===== src/rtl/send_ack_arbiter_pkg.sv =====
// Shared types and helpers for the send/ack port arbiter.
// Holds the FSM state encoding and the round-robin pick function.
package send_ack_arbiter_pkg;

    typedef enum logic [1:0] {
        IDLE      = 2'd0,
        SEND      = 2'd1,
        WAIT_REL  = 2'd2,
        WAIT_PLOW = 2'd3
    } state_t;

    localparam int DATA_W_DEF = 4;
    localparam int MAX_REQ    = 8;

    // Returns {valid, index} of the first set bit of req[n-1:0] strictly after
    // last_idx, wrapping. Iterating from the far end lets the nearest hit win.
    function automatic logic [3:0] rr_pick(
        input logic [MAX_REQ-1:0] req,
        input logic [2:0]         last_idx,
        input int                 n
    );
        logic [3:0] res;
        int         cand;
        res = '0;
        for (int i = MAX_REQ; i >= 1; i--) begin
            if (i <= n) begin
                cand = (int'(last_idx) + i) % n;
                if (req[cand[2:0]]) res = {1'b1, cand[2:0]};
            end
        end
        return res;
    endfunction

endpackage


===== src/rtl/send_ack_arbiter_rr_picker.sv =====
// Combinational rotate-priority encoder: picks the next requester after
// last_grant, wrapping modulo NUM_REQ.
module rr_picker
    import send_ack_arbiter_pkg::*;
#(
    parameter int NUM_REQ = 4,
    parameter int IDW     = $clog2(NUM_REQ)
) (
    input  logic [NUM_REQ-1:0] req,
    input  logic [IDW-1:0]     last_grant,
    output logic               valid,
    output logic [IDW-1:0]     idx
);

    logic [MAX_REQ-1:0] req_ext;
    logic [2:0]         last_ext;
    logic [3:0]         pick;

    always_comb begin
        req_ext              = '0;
        req_ext[NUM_REQ-1:0] = req;
        last_ext             = 3'(last_grant);
        pick                 = rr_pick(req_ext, last_ext, NUM_REQ);
    end

    assign valid = pick[3];
    assign idx   = IDW'(pick[2:0]);

endmodule


===== src/rtl/send_ack_arbiter.sv =====
// Shares one four-phase send/ack peripheral port among NUM_REQ requesters,
// round-robin, with a watchdog that aborts unacknowledged sends.
module send_ack_arbiter
    import send_ack_arbiter_pkg::*;
#(
    parameter int NUM_REQ = 4,
    parameter int DATA_W  = DATA_W_DEF,
    parameter int TIMEOUT = 16,
    parameter int IDW     = $clog2(NUM_REQ)
) (
    input  logic                      arb_clk,
    input  logic                      arb_rst,
    input  logic [NUM_REQ-1:0]        req_send,
    input  logic [NUM_REQ*DATA_W-1:0] req_dados,
    output logic [NUM_REQ-1:0]        req_ack,
    output logic                      per_send,
    output logic [DATA_W-1:0]         per_dados,
    input  logic                      per_ack,
    output logic [IDW-1:0]            grant_id,
    output logic                      busy,
    output logic                      timeout_err,
    output logic [IDW-1:0]            timeout_id
);

    localparam int              WDW      = (TIMEOUT > 1) ? $clog2(TIMEOUT) : 1;
    localparam logic [WDW-1:0]  WD_LAST  = (TIMEOUT > 0) ? WDW'(TIMEOUT - 1) : '0;
    localparam logic [IDW-1:0]  LAST_RST = IDW'(NUM_REQ - 1);

    state_t              state, nxt_state;
    logic [WDW-1:0]      wdog, nxt_wdog;
    logic [NUM_REQ-1:0]  nxt_req_ack;
    logic                nxt_per_send;
    logic [DATA_W-1:0]   nxt_per_dados;
    logic [IDW-1:0]      nxt_grant_id;
    logic                nxt_timeout_err;
    logic [IDW-1:0]      nxt_timeout_id;

    logic                pick_valid;
    logic [IDW-1:0]      pick_idx;
    logic                gnt_send;
    logic [DATA_W-1:0]   dados_arr [NUM_REQ];

    for (genvar i = 0; i < NUM_REQ; i++) begin : g_slice
        assign dados_arr[i] = req_dados[i*DATA_W +: DATA_W];
    end

    rr_picker #(
        .NUM_REQ    (NUM_REQ),
        .IDW        (IDW)
    ) u_picker (
        .req        (req_send),
        .last_grant (grant_id),
        .valid      (pick_valid),
        .idx        (pick_idx)
    );

    assign gnt_send = req_send[grant_id];

    always_comb begin
        nxt_state       = state;
        nxt_wdog        = wdog;
        nxt_req_ack     = req_ack;
        nxt_per_send    = per_send;
        nxt_per_dados   = per_dados;
        nxt_grant_id    = grant_id;
        nxt_timeout_err = 1'b0;
        nxt_timeout_id  = timeout_id;
        case (state)
            IDLE: begin
                if (pick_valid) begin
                    nxt_grant_id  = pick_idx;
                    nxt_per_dados = dados_arr[pick_idx];
                    nxt_per_send  = 1'b1;
                    nxt_wdog      = '0;
                    nxt_state     = SEND;
                end
            end
            SEND: begin
                // Ack beats both a requester abort and an expiring watchdog.
                if (per_ack) begin
                    nxt_req_ack = NUM_REQ'(1) << grant_id;
                    nxt_state   = WAIT_REL;
                end else if (!gnt_send) begin
                    nxt_per_send = 1'b0;
                    nxt_state    = WAIT_PLOW;
                end else if (TIMEOUT != 0 && wdog == WD_LAST) begin
                    nxt_per_send    = 1'b0;
                    nxt_timeout_err = 1'b1;
                    nxt_timeout_id  = grant_id;
                    nxt_state       = WAIT_PLOW;
                end else if (wdog != '1) begin
                    nxt_wdog = wdog + 1'b1;
                end
            end
            WAIT_REL: begin
                if (!gnt_send) begin
                    nxt_req_ack  = '0;
                    nxt_per_send = 1'b0;
                    nxt_state    = WAIT_PLOW;
                end
            end
            WAIT_PLOW: begin
                // Exit only; the next grant is made from IDLE one edge later.
                if (!per_ack) nxt_state = IDLE;
            end
            default: nxt_state = IDLE;
        endcase
    end

    always_ff @(posedge arb_clk or posedge arb_rst) begin
        if (arb_rst) begin
            state       <= IDLE;
            wdog        <= '0;
            req_ack     <= '0;
            per_send    <= 1'b0;
            per_dados   <= '0;
            grant_id    <= LAST_RST;
            busy        <= 1'b0;
            timeout_err <= 1'b0;
            timeout_id  <= '0;
        end else begin
            state       <= nxt_state;
            wdog        <= nxt_wdog;
            req_ack     <= nxt_req_ack;
            per_send    <= nxt_per_send;
            per_dados   <= nxt_per_dados;
            grant_id    <= nxt_grant_id;
            busy        <= (nxt_state != IDLE);
            timeout_err <= nxt_timeout_err;
            timeout_id  <= nxt_timeout_id;
        end
    end

endmodule


===== config.mk =====
export PLATFORM = sky130hd
export DESIGN_NAME = send_ack_arbiter
export DESIGN_NICKNAME = d
export VERILOG_FILES = /design/src/rtl/send_ack_arbiter_pkg.sv /design/src/rtl/send_ack_arbiter_rr_picker.sv /design/src/rtl/send_ack_arbiter.sv
export SDC_FILE = /design/constraint.sdc
export NUM_CORES = 1
export LEC_CHECK = 0
export CORE_MARGIN = 2
export CORE_UTILIZATION = 50
export CTS_BUF_LIST = sky130_fd_sc_hd__clkbuf_8
export CTS_CLUSTER_DIAMETER = 150
export CTS_CLUSTER_SIZE = 8
export DETAILED_ROUTE_END_ITERATION = 8
export PLACE_DENSITY = 0.89
export SYNTH_ARGS = -nofsm -noshare
export SYNTH_HDL_FRONTEND = slang
export SYNTH_SLANG_ARGS = --single-unit

===== constraint.sdc =====
create_clock -name arb_clk -period 2.5 [get_ports arb_clk]
set_clock_uncertainty 0.15 [all_clocks]
set_input_delay 0.25 -clock arb_clk [delete_from_list [all_inputs] [get_ports arb_clk]]
set_output_delay 0.25 -clock arb_clk [all_outputs]
set_load 0.03 [all_outputs]

==> metrics.md, run 1 <==
| Metric | Value |
|---|---|
| Max Slew Vio Count | `0` |
| Via density | `5.662` |
| Largest net degree at the start of global routing | `22` |
| Synth Flop Type | `dfrtp_1` |
| Total Neg Setup Slack | `0 ns` |
| Site row count | `19` |
| Fill count | `roughly 230` |
| Area delta synth->final | `33.63%` |
| Worst R2R Setup Slack | `0.12 ns` |
| # IOs | `38` |
| Slew @ Worst Pin | `0.7967 ns` |
| Gr ovfl total | `0` |
| P_leak | `0.8362 nW` |
| Synthesized cell area | `around 0.0014 mm²` |
| Data required, critical path | `2.53 ns` |
| Setup Viol. Count Final | `0` |
| Ys async rst share | `1.000` |
| Starting Density | `0.5203` |
| Number of flops mapped to enable cells by yosys | `0` |
| First DRT Iteration DRCs | `30` |
| Most common cell after layout, fill and taps aside | `clkdlybuf4s50_1` |
| Multi-input logic area | `834.6 µm²` |
| First-pass GRT wire length | `5561 µm` |
| Syn_nets | `between 150 and 200` |
| Worst setup EP type | `flop` |
| Setup bufs post-CTS | `0` |
| Mapped Cells | `between 100 and 150` |
| Vias | `1240` |
| Max-slew headroom | `0.4683` |
| Most frequent cells in the layout | `clkdlybuf4s50_1 (37), dfrtp_1 (19), nand2_1 (14)` |
| GRT Overall Usage | `0.2219` |
| DP Wirelength | `2558 µm` |
| Synth unique cells | `43` |
| DR DRC count | `0` |
| Seq cells post-synth | `21` |
| Nets | `221` |
| Clock slew at reported path FFs | `0.07 ns` |
| VDD IR-drop max | `around 0.9 mV` |
| Core Footprint | `0.002710 mm²` |
| Startpoint types | `flop` |
| Clock sinks | `21` |
| Synth area leaders | `dfrtp_1 (34%), ha_1 (8.0%), mux2i_1 (7.8%)` |
| DRT Wirelength | `3305 µm` |
| Drt first pass iters | `4` |
| Die X | `~57 µm` |
| Syn Area/Cell | `9.658 µm²` |
| Diodes inserted | `0` |
| CTS tree | `yes` |
| CTS buffer count | `3` |
| I/O Buffers | `37` |
| Clock root cell | `clkbuf_8` |
| Seq. cell area | `around 530 µm²` |
| Fmax | `around 420 MHz` |
| Vias in the first global route | `1246` |
| Synth area leader | `dfrtp_1` |
| DRT antenna net count | `0` |
| Final instance area | `between 0.0015 and 0.002 mm²` |
| Part of the Yosys area used for sequential elements | `0.3744` |
| Critical-path top delay cell | `dfstp_2` |
| Initial antenna violation count | `0` |
| Ys Warns | `0` |
| Ordered cell list for the critical path | `inv_1 > ha_1 > mux2i_1 > o221ai_1 > o21ai_1 > nand2_1 > and3_1 > a211oi_2` |
| Max H-tree Level | `1` |
| Top delay family on crit path | `flip-flops` |
| Worst path bufs/invs | `1` |
| CTS Buffer Depth | `2` |
| Die ar. | `0.003261 mm²` |
| Cell Pwr Density | `1144 mW/mm²` |
| WL/cell | `15.09 µm` |
| Layout cells sized above 1 | `0.1277` |
| Crit path kind | `reg2reg` |
| Final Hold Viols | `0` |
| Yosys top cell area share | `0.3372` |
| Crit path max fanout | `8` |
| Crit path DAT | `~2.4 ns` |
| Die Span Y | `57.11 µm` |
| HP Class | `in2async` |
| Max Cap Viol | `0` |
| Final Cycle Share | `0.9522` |
| Later-pin clock latency in the skew report | `between 0.2 and 0.3 ns` |
| Status | `finished clean` |
| Minimum clock period | `2.381 ns` |
| Slowest stage delay, CP | `0.62 ns` |
| RD Place Congestion | `0.8813` |
| DP Area | `0.001827 mm²` |
| RSZ-0062 raised after global routing | `false` |
[per-stage QoR]
stage	hold WS, ns	std cells	setup slack (ns)	total power [mW]	utilization
after floorplan	0.07505	146	0.1090	1.509	-
after global placement	0.3180	215	0.1949	1.840	0.6741
after detailed placement	0.3465	215	0.01652	1.903	0.6741
final	0.2798	219	0.1194	2.155	0.6953
after global routing	0.3706	219	0.01437	2.298	0.6953
after CTS	0.3037	219	0.005108	2.134	0.6907
[cell usage after synthesis, types with 2 or more instances]
cell type	instances
dfrtp_1	19
mux2i_1	11
ha_1	9
nand2_1	14
o21ai_0	10
dfstp_2	2
and3_1	5
nor2b_1	2
mux2_2	2
nand2b_1	5
inv_1	10
nor2_1	12
xor2_1	2
nand3_1	3
a211oi_2	4
a21oi_1	4
a22o_1	4
o21ai_1	3
[registers in the layout, summed over array words and instances (netlist names)]
name,cells
per_dados,4
req_ack,4
wdog,4
grant_id,2
state,2
timeout_id,2
busy,1
per_send,1
timeout_err,1
[cells by family (layout without fill, tap and decap cells)]
logic type / Yosys count / in the layout / synth area share
compound gates: 34 / 34 / 0.1766
xor+xnor: 3 / 3 / 0.01864
fa+ha+maj: 9 / 9 / 0.07986
buf+inv: 13 / 55 / 0.04259
flops: 21 / 21 / 0.3744
mux: 15 / 15 / 0.1180
simple gates: 51 / 51 / 0.1899
[report_power, final]
group          leakage [nW]  switching [mW]  internal [mW]
clock network        0.0269           0.113          0.110
logic                 0.546           0.791          0.580
registers             0.263          0.0945          0.467
[timing repair]
action                     4_1_cts  5_1_grt
resized for setup                0        3
setup endpoints to repair        0        5
hold buffers                     0        0
[area by class of cell]
type / instances / share of cell area
Timing Repair Buffer: 41 / 0.2125
Clock buffer: 3 / 0.02191
Inverter: 10 / 0.01992
Tap cell: 31 / 0.02058
Sequential cell: 21 / 0.2802
Clock inverter: 1 / 0.001992
Multi-Input combinational cell: 112 / 0.4429
[path summary, 6_finish.rpt]
check	start	end	depth (start not counted)
worst max-delay path	grant_id[1]	per_dados[3]	8
worst min-delay path	arb_rst	wdog[1]	2
worst max register to register	grant_id[1]	per_dados[3]	8
worst min register to register	per_send	per_send	2
max in group asynchronous	arb_rst	state[0]	2
min in group arb_clk	per_send	per_send	2
[metal layers]
metal  vias to the layer above  GRT usage  wire length [µm]
li1                        604          -                 -
met1                       593     0.2536              1403
met2                        36     0.4056              1688
met3                         7    0.03175               126
met4                         0     0.1030                87
met5                         -          0                 0
(Power assumes the default switching activity.)
==> inputs of run 2 (changes only) <==
--- a/config.mk
+++ b/config.mk
@@ -6,12 +6,12 @@
 export NUM_CORES = 1
 export LEC_CHECK = 0
 export CORE_MARGIN = 2
-export CORE_UTILIZATION = 50
+export CORE_UTILIZATION = 54
 export CTS_BUF_LIST = sky130_fd_sc_hd__clkbuf_8
-export CTS_CLUSTER_DIAMETER = 150
+export CTS_CLUSTER_DIAMETER = 120
 export CTS_CLUSTER_SIZE = 8
 export DETAILED_ROUTE_END_ITERATION = 8
-export PLACE_DENSITY = 0.89
+export PLACE_DENSITY = 0.95
 export SYNTH_ARGS = -nofsm -noshare
 export SYNTH_HDL_FRONTEND = slang
 export SYNTH_SLANG_ARGS = --single-unit
==> constraint.sdc (replaced) <==
create_clock -name arb_clk -period 3 [get_ports arb_clk]
set_clock_uncertainty 0.15 [all_clocks]
set_input_delay 0.3 -clock arb_clk [delete_from_list [all_inputs] [get_ports arb_clk]]
set_output_delay 0.3 -clock arb_clk [all_outputs]
set_load 0.03 [all_outputs]
==> run 2 against run 1 <==
Against the previous run: global-route usage up 2.6 points; worst setup slack improved by 0.28 ns; register-to-register slack better by 0.28 ns; sequential share of layout area is 0.65 points higher; die area shrank 6.9%; non-clock buffer count shrank 4; total power shrank 18%; critical endpoint is now per_dados[1]; largest cell class unchanged.
==> metrics.md, run 2 (synthesis gave the netlist of run 1 again) <==
| Metric | Value |
|---|---|
| Nets | `217 (-1.8%)` |
| Later-pin clock latency in the skew report | `0.27 ns (about the same)` |
| Max-slew headroom | `0.4647 (-0.003561)` |
| VDD IR-drop max | `0.7411 mV (-18%)` |
| Status | `finished clean` |
| Max H-tree Level | `1 (unchanged)` |
| Final Cycle Share | `0.8678 (-0.08446)` |
| Initial antenna violation count | `0 (unchanged)` |
| Diodes inserted | `0 (unchanged)` |
| Slew @ Worst Pin | `0.8021 ns (+0.005336 ns)` |
| Most frequent cells in the layout | `clkdlybuf4s50_1 (37), dfrtp_1 (19), nand2_1 (14)` |
| Final Hold Viols | `0 (unchanged)` |
| Ordered cell list for the critical path | `inv_1 > ha_1 > mux2i_1 > o221ai_1 > o21ai_1 > nand2_1 > nor2_1 > a211oi_2` |
| Starting Density | `0.5692 (+0.04888)` |
| HP Class | `in2async` |
| Top delay family on crit path | `flip-flops` |
| DRT Wirelength | `3362 µm (+1.7%)` |
| Worst setup EP type | `flop` |
| Worst path bufs/invs | `1 (unchanged)` |
| DP Wirelength | `2606 µm (+1.9%)` |
| I/O Buffers | `37 (unchanged)` |
| Clock slew at reported path FFs | `0.08 ns (about the same)` |
| Slowest stage delay, CP | `0.70 ns (+0.08 ns)` |
| First DRT Iteration DRCs | `26 (-13%)` |
| Crit path DAT | `2.58 ns (+0.17 ns)` |
| Max Slew Vio Count | `0 (unchanged)` |
| Vias in the first global route | `1237 (-0.72%)` |
| Setup Viol. Count Final | `0 (unchanged)` |
| Core Footprint | `0.002477 mm² (-8.6%)` |
| Setup bufs post-CTS | `0 (unchanged)` |
| Fmax | `384.1 MHz (-8.6%)` |
| Cells on worst reg2reg path | `8 (unchanged)` |
| Top flop regs | `per_dados: 4 flops, req_ack: 4 flops, wdog: 4 flops` |
| Clock sinks | `21 (unchanged)` |
| Startpoint types | `flop` |
| RD Place Congestion | `0.9149 (+3.8%)` |
| Die X | `55.10 µm (-3.5%)` |
| DR DRC count | `0 (unchanged)` |
| Total Neg Setup Slack | `0 ns (unchanged)` |
| Minimum clock period | `2.603 ns (+0.2227 ns)` |
| Critical-path top delay cell | `dfstp_2` |
| Setup slack after layout | `0.3967 ns (+0.2773 ns)` |
| Cell Pwr Density | `958.9 mW/mm² (-16%)` |
| Most common cell after layout, fill and taps aside | `clkdlybuf4s50_1` |
| CTS buffer count | `3 (unchanged)` |
| First-pass GRT wire length | `5395 µm (-3.0%)` |
| DRT antenna net count | `0 (unchanged)` |
| Crit path max fanout | `13 (+5)` |
| P_leak | `0.8135 nW (-2.7%)` |
| Gr ovfl total | `0 (unchanged)` |
| Post_cts resized | `0 (unchanged)` |
| Drt first pass iters | `4 (unchanged)` |
| WL/cell | `15.71 µm (+4.1%)` |
| Clock root cell | `clkbuf_8` |
| Data required, critical path | `2.98 ns (+0.45 ns)` |
| Die ar. | `0.003036 mm² (-6.9%)` |
| RSZ-0062 raised after global routing | `false` |
| # IOs | `38 (unchanged)` |
| CTS Buffer Depth | `2 (unchanged)` |
| Largest net degree at the start of global routing | `22 (unchanged)` |
| Site row count | `18 (-1)` |
| Vias | `1246 (+0.48%)` |
| Area delta synth->final | `30.61%` |
| Critical path depth | `8 (unchanged)` |
| Die Span Y | `55.10 µm (-3.5%)` |
| CTS tree | `yes` |
| CTS Hold Bufs | `0 (unchanged)` |
| Layout cells sized above 1 | `0.1033 (-0.02440)` |
| Max Cap Viol | `0 (unchanged)` |
| GRT Overall Usage | `0.2483 (+0.02640)` |
| Via density | `5.822 (+2.8%)` |
| Pre-CTS setup slack | `0.4253 ns (+0.4088 ns)` |
| Crit path kind | `reg2reg` |
| Fill count | `180 (-21%)` |
[run 2: changes by cell type in the layout (fill, tap and decap cells not counted), sizes merged]
cell,before,now
buf,4,0
inv,11,10
clkinv,0,1
[run 2: final cells by class]
type / instances / area, µm² / area share
timing repair buffer: 37 / 370.4 / 0.2011
inverter: 10 / 37.54 / 0.02038
sequential: 21 / 528.0 / 0.2867
clock buffer: 3 / 41.29 / 0.02242
clock inverter: 1 / 5.005 / 0.002717
multi-input combinational: 112 / 822.0 / 0.4463
tap: 30 / 37.54 / 0.02038
[run 2: routing by layer]
metal / wire [µm] / GRT usage / vias up
met2: 1783 / 0.4405 / 46
met4: 58 / 0.1057 / 0
li1: - / - / 597
met1: 1372 / 0.2977 / 594
met5: 0 / 0 / -
met3: 147 / 0.03495 / 9
[run 2: final timing paths]
kind                                      to  slack [ns]   startpoint
worst max-delay path            per_dados[1]        0.40  grant_id[0]
worst min-delay path                state[1]        0.33      arb_rst
worst max register to register  per_dados[1]        0.40  grant_id[0]
worst min register to register      per_send        0.34     per_send
max in group asynchronous       per_dados[3]        1.87      arb_rst
min in group arb_clk                per_send        0.34     per_send
[run 2: per-stage QoR]
stage	cell area (µm²)	hold slack (ns)	power (mW)	instances	util
6_report	1842	0.3291	1.766	214	0.7434
5_1_grt	1842	0.3835	1.881	214	0.7434
4_1_cts	1842	0.3509	1.762	214	0.7434
3_5_place_dp	1795	0.3371	1.565	210	0.7247
3_3_place_gp	1795	0.3218	1.509	210	0.7247
2_1_floorplan	1410	0.1250	1.257	146	-
[run 2: report_power, final]
| group | internal, mW | switching [mW] | total, mW | leakage [nW] |
|---|---|---|---|---|
| clock network | 0.0929 | 0.101 | 0.194 | 0.0255 |
| logic | 0.462 | 0.612 | 1.07 | 0.525 |
| registers | 0.390 | 0.108 | 0.498 | 0.263 |
| total | 0.945 | 0.821 | 1.77 | 0.813 |
==> inputs of run 3 (changes only) <==
--- a/config.mk
+++ b/config.mk
@@ -8,7 +8,6 @@
 export CORE_MARGIN = 2
 export CORE_UTILIZATION = 54
 export CTS_BUF_LIST = sky130_fd_sc_hd__clkbuf_8
-export CTS_CLUSTER_DIAMETER = 120
 export CTS_CLUSTER_SIZE = 8
 export DETAILED_ROUTE_END_ITERATION = 8
 export PLACE_DENSITY = 0.95
==> results of run 3 <==
Final layout, timing and power as in run 2 (identical DEF).
